## src/rtl/l1_pkg.sv

```systemverilog
// Shared constants and types for the layer-1 window read path.
// Geometry of the 13x13 feature buffer, tap word type and the
// read sequencer state encoding.
package l1_pkg;

  localparam int unsigned IMG_W = 13;
  localparam int unsigned IMG_H = 13;
  localparam int unsigned DW    = 18;
  localparam int unsigned AW    = 8;
  localparam int unsigned TAPS  = 9;
  localparam int unsigned RCW   = 4;  // row/col counter width

  // First anchor is the bottom-right pixel of the top-left 3x3 window.
  localparam int unsigned FIRST_ANCHOR = 2 * IMG_W + 2;
  localparam int unsigned LAST_ANCHOR  = IMG_W * IMG_H - 1;

  typedef logic [DW-1:0] tap_t;

  typedef enum logic [1:0] {
    ST_IDLE,
    ST_SCAN,
    ST_LAST,
    ST_DONE
  } state_e;

endpackage

```

## src/rtl/l1_anchor_counter.sv

```systemverilog
// Anchor address generator for the layer-1 window scan.
// Keeps the buffer address of the current 3x3 anchor (bottom-right tap)
// together with its pixel row/column, and steps it in raster order over
// the valid anchors only (columns/rows 2..N-1).
//
// Ports:
//   clk, rst   : clock, synchronous active-high reset
//   load_i     : reload the first anchor (row 2, col 2)
//   advance_i  : step to the next anchor
//   addr_o     : anchor buffer address
//   row_o      : anchor pixel row
//   col_o      : anchor pixel column
//   last_o     : current anchor is the final one of the frame
module l1_anchor_counter
  import l1_pkg::*;
(
  input  logic           clk,
  input  logic           rst,
  input  logic           load_i,
  input  logic           advance_i,
  output logic [AW-1:0]  addr_o,
  output logic [RCW-1:0] row_o,
  output logic [RCW-1:0] col_o,
  output logic           last_o
);

  logic [AW-1:0]  addr_q, addr_d;
  logic [RCW-1:0] row_q,  row_d;
  logic [RCW-1:0] col_q,  col_d;

  always_comb begin
    addr_d = addr_q;
    row_d  = row_q;
    col_d  = col_q;
    if (load_i) begin
      addr_d = AW'(FIRST_ANCHOR);
      row_d  = RCW'(2);
      col_d  = RCW'(2);
    end else if (advance_i) begin
      if (col_q == RCW'(IMG_W - 1)) begin
        // Jump over columns 0..1 of the next row: no anchor exists there.
        addr_d = addr_q + AW'(3);
        col_d  = RCW'(2);
        row_d  = row_q + RCW'(1);
      end else begin
        addr_d = addr_q + AW'(1);
        col_d  = col_q + RCW'(1);
      end
    end
  end

  always_ff @(posedge clk) begin
    if (rst) begin
      addr_q <= AW'(FIRST_ANCHOR);
      row_q  <= RCW'(2);
      col_q  <= RCW'(2);
    end else begin
      addr_q <= addr_d;
      row_q  <= row_d;
      col_q  <= col_d;
    end
  end

  assign addr_o = addr_q;
  assign row_o  = row_q;
  assign col_o  = col_q;
  assign last_o = (addr_q == AW'(LAST_ANCHOR));

endmodule

```

## src/rtl/l1_window_reader.sv

```systemverilog
// Read-side sequencer for the 13x13 layer-1 feature buffer.
// On start, walks every valid 3x3 anchor in raster order, registers the
// nine combinational buffer taps and hands each window downstream over a
// valid/ready handshake (one window per handshake), then pulses done.
//
// Ports:
//   clk, rst   : clock, synchronous active-high reset
//   start      : begin a frame scan (ignored unless idle)
//   busy       : scan in progress
//   done       : one-cycle pulse after the last window is accepted
//   addr_rd    : anchor address to the buffer
//   taps_in    : buffer taps, [0]=top-left .. [8]=bottom-right (anchor)
//   win_valid  : win_data holds a window
//   win_ready  : downstream accept
//   win_data   : registered taps, same ordering as taps_in
//   win_row    : output-map row of win_data
//   win_col    : output-map column of win_data
module l1_window_reader
  import l1_pkg::*;
(
  input  logic           clk,
  input  logic           rst,
  input  logic           start,
  output logic           busy,
  output logic           done,
  output logic [AW-1:0]  addr_rd,
  input  tap_t           taps_in   [TAPS-1:0],
  output logic           win_valid,
  input  logic           win_ready,
  output tap_t           win_data  [TAPS-1:0],
  output logic [RCW-1:0] win_row,
  output logic [RCW-1:0] win_col
);

  state_e state_q, state_d;

  logic [RCW-1:0] ctr_row, ctr_col;
  logic           at_last;
  logic           ctr_load, ctr_advance;
  logic           load_evt, hs;

  logic           win_valid_q, win_valid_d;
  tap_t           win_data_q [TAPS-1:0];
  tap_t           win_data_d [TAPS-1:0];
  logic [RCW-1:0] win_row_q, win_row_d;
  logic [RCW-1:0] win_col_q, win_col_d;

  l1_anchor_counter u_anchor (
    .clk       (clk),
    .rst       (rst),
    .load_i    (ctr_load),
    .advance_i (ctr_advance),
    .addr_o    (addr_rd),
    .row_o     (ctr_row),
    .col_o     (ctr_col),
    .last_o    (at_last)
  );

  // State register
  always_ff @(posedge clk) begin
    if (rst) state_q <= ST_IDLE;
    else     state_q <= state_d;
  end

  // Next-state logic
  always_comb begin
    state_d = state_q;
    case (state_q)
      ST_IDLE: if (start)              state_d = ST_SCAN;
      ST_SCAN: if (load_evt && at_last) state_d = ST_LAST;
      ST_LAST: if (hs)                 state_d = ST_DONE;
      ST_DONE:                         state_d = ST_IDLE;
      default:                         state_d = ST_IDLE;
    endcase
  end

  // Output / control logic
  always_comb begin
    hs          = win_valid_q && win_ready;
    ctr_load    = 1'b0;
    load_evt    = 1'b0;
    ctr_advance = 1'b0;
    busy        = (state_q == ST_SCAN) || (state_q == ST_LAST);
    done        = (state_q == ST_DONE);
    case (state_q)
      ST_IDLE: ctr_load = start;
      ST_SCAN: begin
        // Output register is free when empty or being drained this cycle.
        load_evt    = !win_valid_q || win_ready;
        // The final anchor is captured in place; the counter parks on it.
        ctr_advance = load_evt && !at_last;
      end
      default: ;
    endcase
  end

  // Window output register next-state
  always_comb begin
    win_valid_d = win_valid_q;
    win_data_d  = win_data_q;
    win_row_d   = win_row_q;
    win_col_d   = win_col_q;
    if (load_evt) begin
      win_valid_d = 1'b1;
      win_data_d  = taps_in;
      win_row_d   = ctr_row - RCW'(2);
      win_col_d   = ctr_col - RCW'(2);
    end else if ((state_q == ST_LAST) && hs) begin
      win_valid_d = 1'b0;
    end
  end

  always_ff @(posedge clk) begin
    if (rst) begin
      win_valid_q <= 1'b0;
      win_data_q  <= '{default: '0};
      win_row_q   <= '0;
      win_col_q   <= '0;
    end else begin
      win_valid_q <= win_valid_d;
      win_data_q  <= win_data_d;
      win_row_q   <= win_row_d;
      win_col_q   <= win_col_d;
    end
  end

  assign win_valid = win_valid_q;
  assign win_data  = win_data_q;
  assign win_row   = win_row_q;
  assign win_col   = win_col_q;

endmodule

```

## config.mk

```make
export PLATFORM = sky130hd
export DESIGN_NAME = l1_window_reader
export DESIGN_NICKNAME = d
export VERILOG_FILES = /design/src/rtl/l1_pkg.sv /design/src/rtl/l1_anchor_counter.sv /design/src/rtl/l1_window_reader.sv
export SDC_FILE = /design/constraint.sdc
export NUM_CORES = 1
export LEC_CHECK = 0
export CORE_UTILIZATION = 40
export CTS_CLUSTER_DIAMETER = 200
export DETAILED_ROUTE_END_ITERATION = 10
export GPL_TIMING_DRIVEN = 1
export PLACE_DENSITY_LB_ADDON = 0.15
export SETUP_SLACK_MARGIN = 0.05
export SLEW_MARGIN = 25
export SYNTH_ARGS = -nofsm -noshare
export SYNTH_HDL_FRONTEND = slang
export SYNTH_SLANG_ARGS = --single-unit
```

## constraint.sdc

```tcl
create_clock -name clk -period 2.15 [get_ports clk]
set_clock_uncertainty 0.05 [all_clocks]
set_input_delay 0.3225 -clock clk [delete_from_list [all_inputs] [get_ports clk]]
set_output_delay 0.3225 -clock clk [all_outputs]
set_load 0.01 [all_outputs]
```

==> flow_summary.ini <==
[placement]
placed_area_sq_um = 10800
dpl.hpwl_mm = 14.6
place.gp.congestion = 0.760
place_ws_ps = 84.3
placedCellCount = 1387
io_buffer_count = 346

[sta]
setup_viol = 0
max_freq_mhz = 511
min_period_ps = 1960
drv_slew = 0
tns_ps = 0
slew_headroom_pct = 73.0
finalHoldViolCount = 0
timing.final.ws_setup_ps = 192
worst_pin_slew_ps = 405
finalCritPeriodShare_pct = 91.1
grt_setup_unrepaired = no

[synth]
ys_seq_area_share_pct = 54.2
synth_top_area_share_pct = 54.2
yosysWarnings = 0
synth.net_count = 1040
synthCells = 861
synthFlopType = dfxtp_1
synth_edf_count = 0
synth-seq-cells = 189
synthesis.area_sq_um = 6980
ys_types = 45
async_flop_share_pct = 0
synthTopCellsByArea = dfxtp_1 54%, nand2_1 18%, a21oi_1 12%
avgSynthCellArea_sq_um = 8.11
yosys.area.top_type = dfxtp_1

[critical_path]
worstPathRequired_ps = 1780
path_buf_inv = 1
path_max_fanout = 8
cpPeakStageDelay_ps = 670
critical-path-slowest-cell = clkdlybuf4s50_1
r2r_slack_ps = 220
critPathLaunchType = register
cp_top_family = buffers and inverters
path_class = register to output port
critPathCaptureType = output port
cp_cell_sequence = clkdlybuf4s50_1
crit_arrival_ps = 1590

[route]
finalWirelength_mm = 20.8
vias_per_cell = 4.77
vias = 6770
wire_per_inst_um = 14.7
drtIter0Drc = 258
drc_errors = 0
wl_met3_mm = 1.84
wl_met2_mm = 9.98
drt-met1-wl_mm = 8.59
dr.pass1.iters = 4
postRouteAntennaNets = 0
top_layer = met4

[finish]
layout_commonest_cell = clkdlybuf4s50_1
diodes = 0
final_util_pct = 67.6
drive_above_1_share_pct = 5.18
syn_to_final_growth_pct = 62.9
final_cell_mix = 344 x clkdlybuf4s50_1, 338 x nand2_1, 189 x dfxtp_1, 173 x a21oi_1, 17 x clkbuf_16
num-fill-cells = 1493
nNetsFinal = 1365
fin_area_sq_um = 11400
finalNonFillerCells = 1418

[run_status]
status = finished clean

[clocking]
htreeDepth = 4
cts_resized = 1
cts_hold_buf = 0
postCtsSetupRepairBufs = 0
clk_pin_slew_ps = 70
clk_latency_ps = 420
cts-buffers-inserted = 17
ctsRootBufferMaster = clkbuf_16
clock-sinks = 189
clock_path_buffers = 2
cts_tree = built

[global_routing]
gr-usage-all-layers_pct = 22.7
grt.overflow.total = 0
grt_pass1_wl_mm = 32.1
grt_pass1_vias = 6301
grt_start_max_net_pins = 87
grt_antenna_before_repair = 0

[power_and_ir_drop]
p_leak_nw = 4.18
powerDensity_nw_per_um2 = 1140
ir_drop_uv = 538

[floorplan]
die_area_sq_um = 18000
die_w_um = 134
die_y_um = 134
start_util_pct = 41.5
num_rows = 47
core_sq_um = 16800
ioPinCount = 347

[job]
drv_cap = 0

[worst_hold_path]
hold_path.class = primary input to register
==> sequential cells by signal, indices dropped and copies added, names as in the netlist <==
register,cells
win_row,4
u_anchor.row_o,4
state_q,2
u_anchor.addr_o,8
win_col,4
u_anchor.col_o,4
win_data,162
win_valid,1
==> final cells by class <==
type / instances / area (sq um) / share of cell area (%)
Sequential cell: 189 / 3780 / 33.3
Timing Repair Buffer: 367 / 3780 / 33.2
Multi-Input combinational cell: 602 / 2900 / 25.5
Clock buffer: 21 / 440 / 3.87
Tap cell: 220 / 275 / 2.42
Clock inverter: 10 / 164 / 1.44
Inverter: 9 / 33.8 / 0.297
==> path summary, 6_finish.rpt <==
path                            cells past startpoint               start            endpoint
worst max-delay path                                1  u_anchor.addr_o[2]          addr_rd[2]
worst min-delay path                                2                 rst        win_data[21]
worst max register to register                      9   u_anchor.col_o[1]  u_anchor.addr_o[2]
worst min register to register                      2        win_data[60]        win_data[60]
==> power breakdown <==
group	internal, mW	switching, mW
clock	1.95	1.30
sequential	4.27	0.377
combinational	2.51	2.54
==> kinds of logic (layout without fill, tap and decap cells) <==
logic type / count (synthesis) / count (layout) / synth area share (%)
xor+xnor: 8 / 8 / 1.00
buf+inv: 70 / 407 / 4.46
flops: 189 / 189 / 54.2
compound gates: 197 / 197 / 15.3
simple gates: 378 / 378 / 21.9
fa+ha+maj: 14 / 14 / 2.47
mux: 5 / 5 / 0.717
==> Yosys cell counts, types with 2 or more instances <==
| library cell | n |
|---|---|
| a21oi_1 | 173 |
| nand2b_1 | 2 |
| clkbuf_1 | 31 |
| dfxtp_1 | 189 |
| or3_2 | 2 |
| inv_1 | 9 |
| mux2i_1 | 5 |
| a21o_1 | 3 |
| nor2_1 | 13 |
| xnor2_1 | 2 |
| and4_1 | 2 |
| a211oi_1 | 4 |
| or3_1 | 2 |
| and3_1 | 2 |
| ha_1 | 13 |
| nor3_1 | 2 |
| nand4_1 | 3 |
| buf_2 | 22 |
| nand2_1 | 339 |
| buf_1 | 5 |
| a31oi_1 | 3 |
| xor2_1 | 6 |
| o21ai_0 | 7 |
==> through the flow <==
step,hold slack (ps),total power [mW]
2_1_floorplan,408,7.12
3_3_place_gp,391,9.72
3_5_place_dp,395,9.81
4_1_cts,168,13.1
5_1_grt,171,13.7
6_report,177,12.9
==> per-layer routing <==
metal / global-route usage [%] / vias up
li1: - / 3448
met1: 26.7 / 3079
met2: 37.5 / 221
met3: 8.96 / 22
met4: 7.62 / 0
met5: 0 / -
Power figures use the tool's default switching activity.
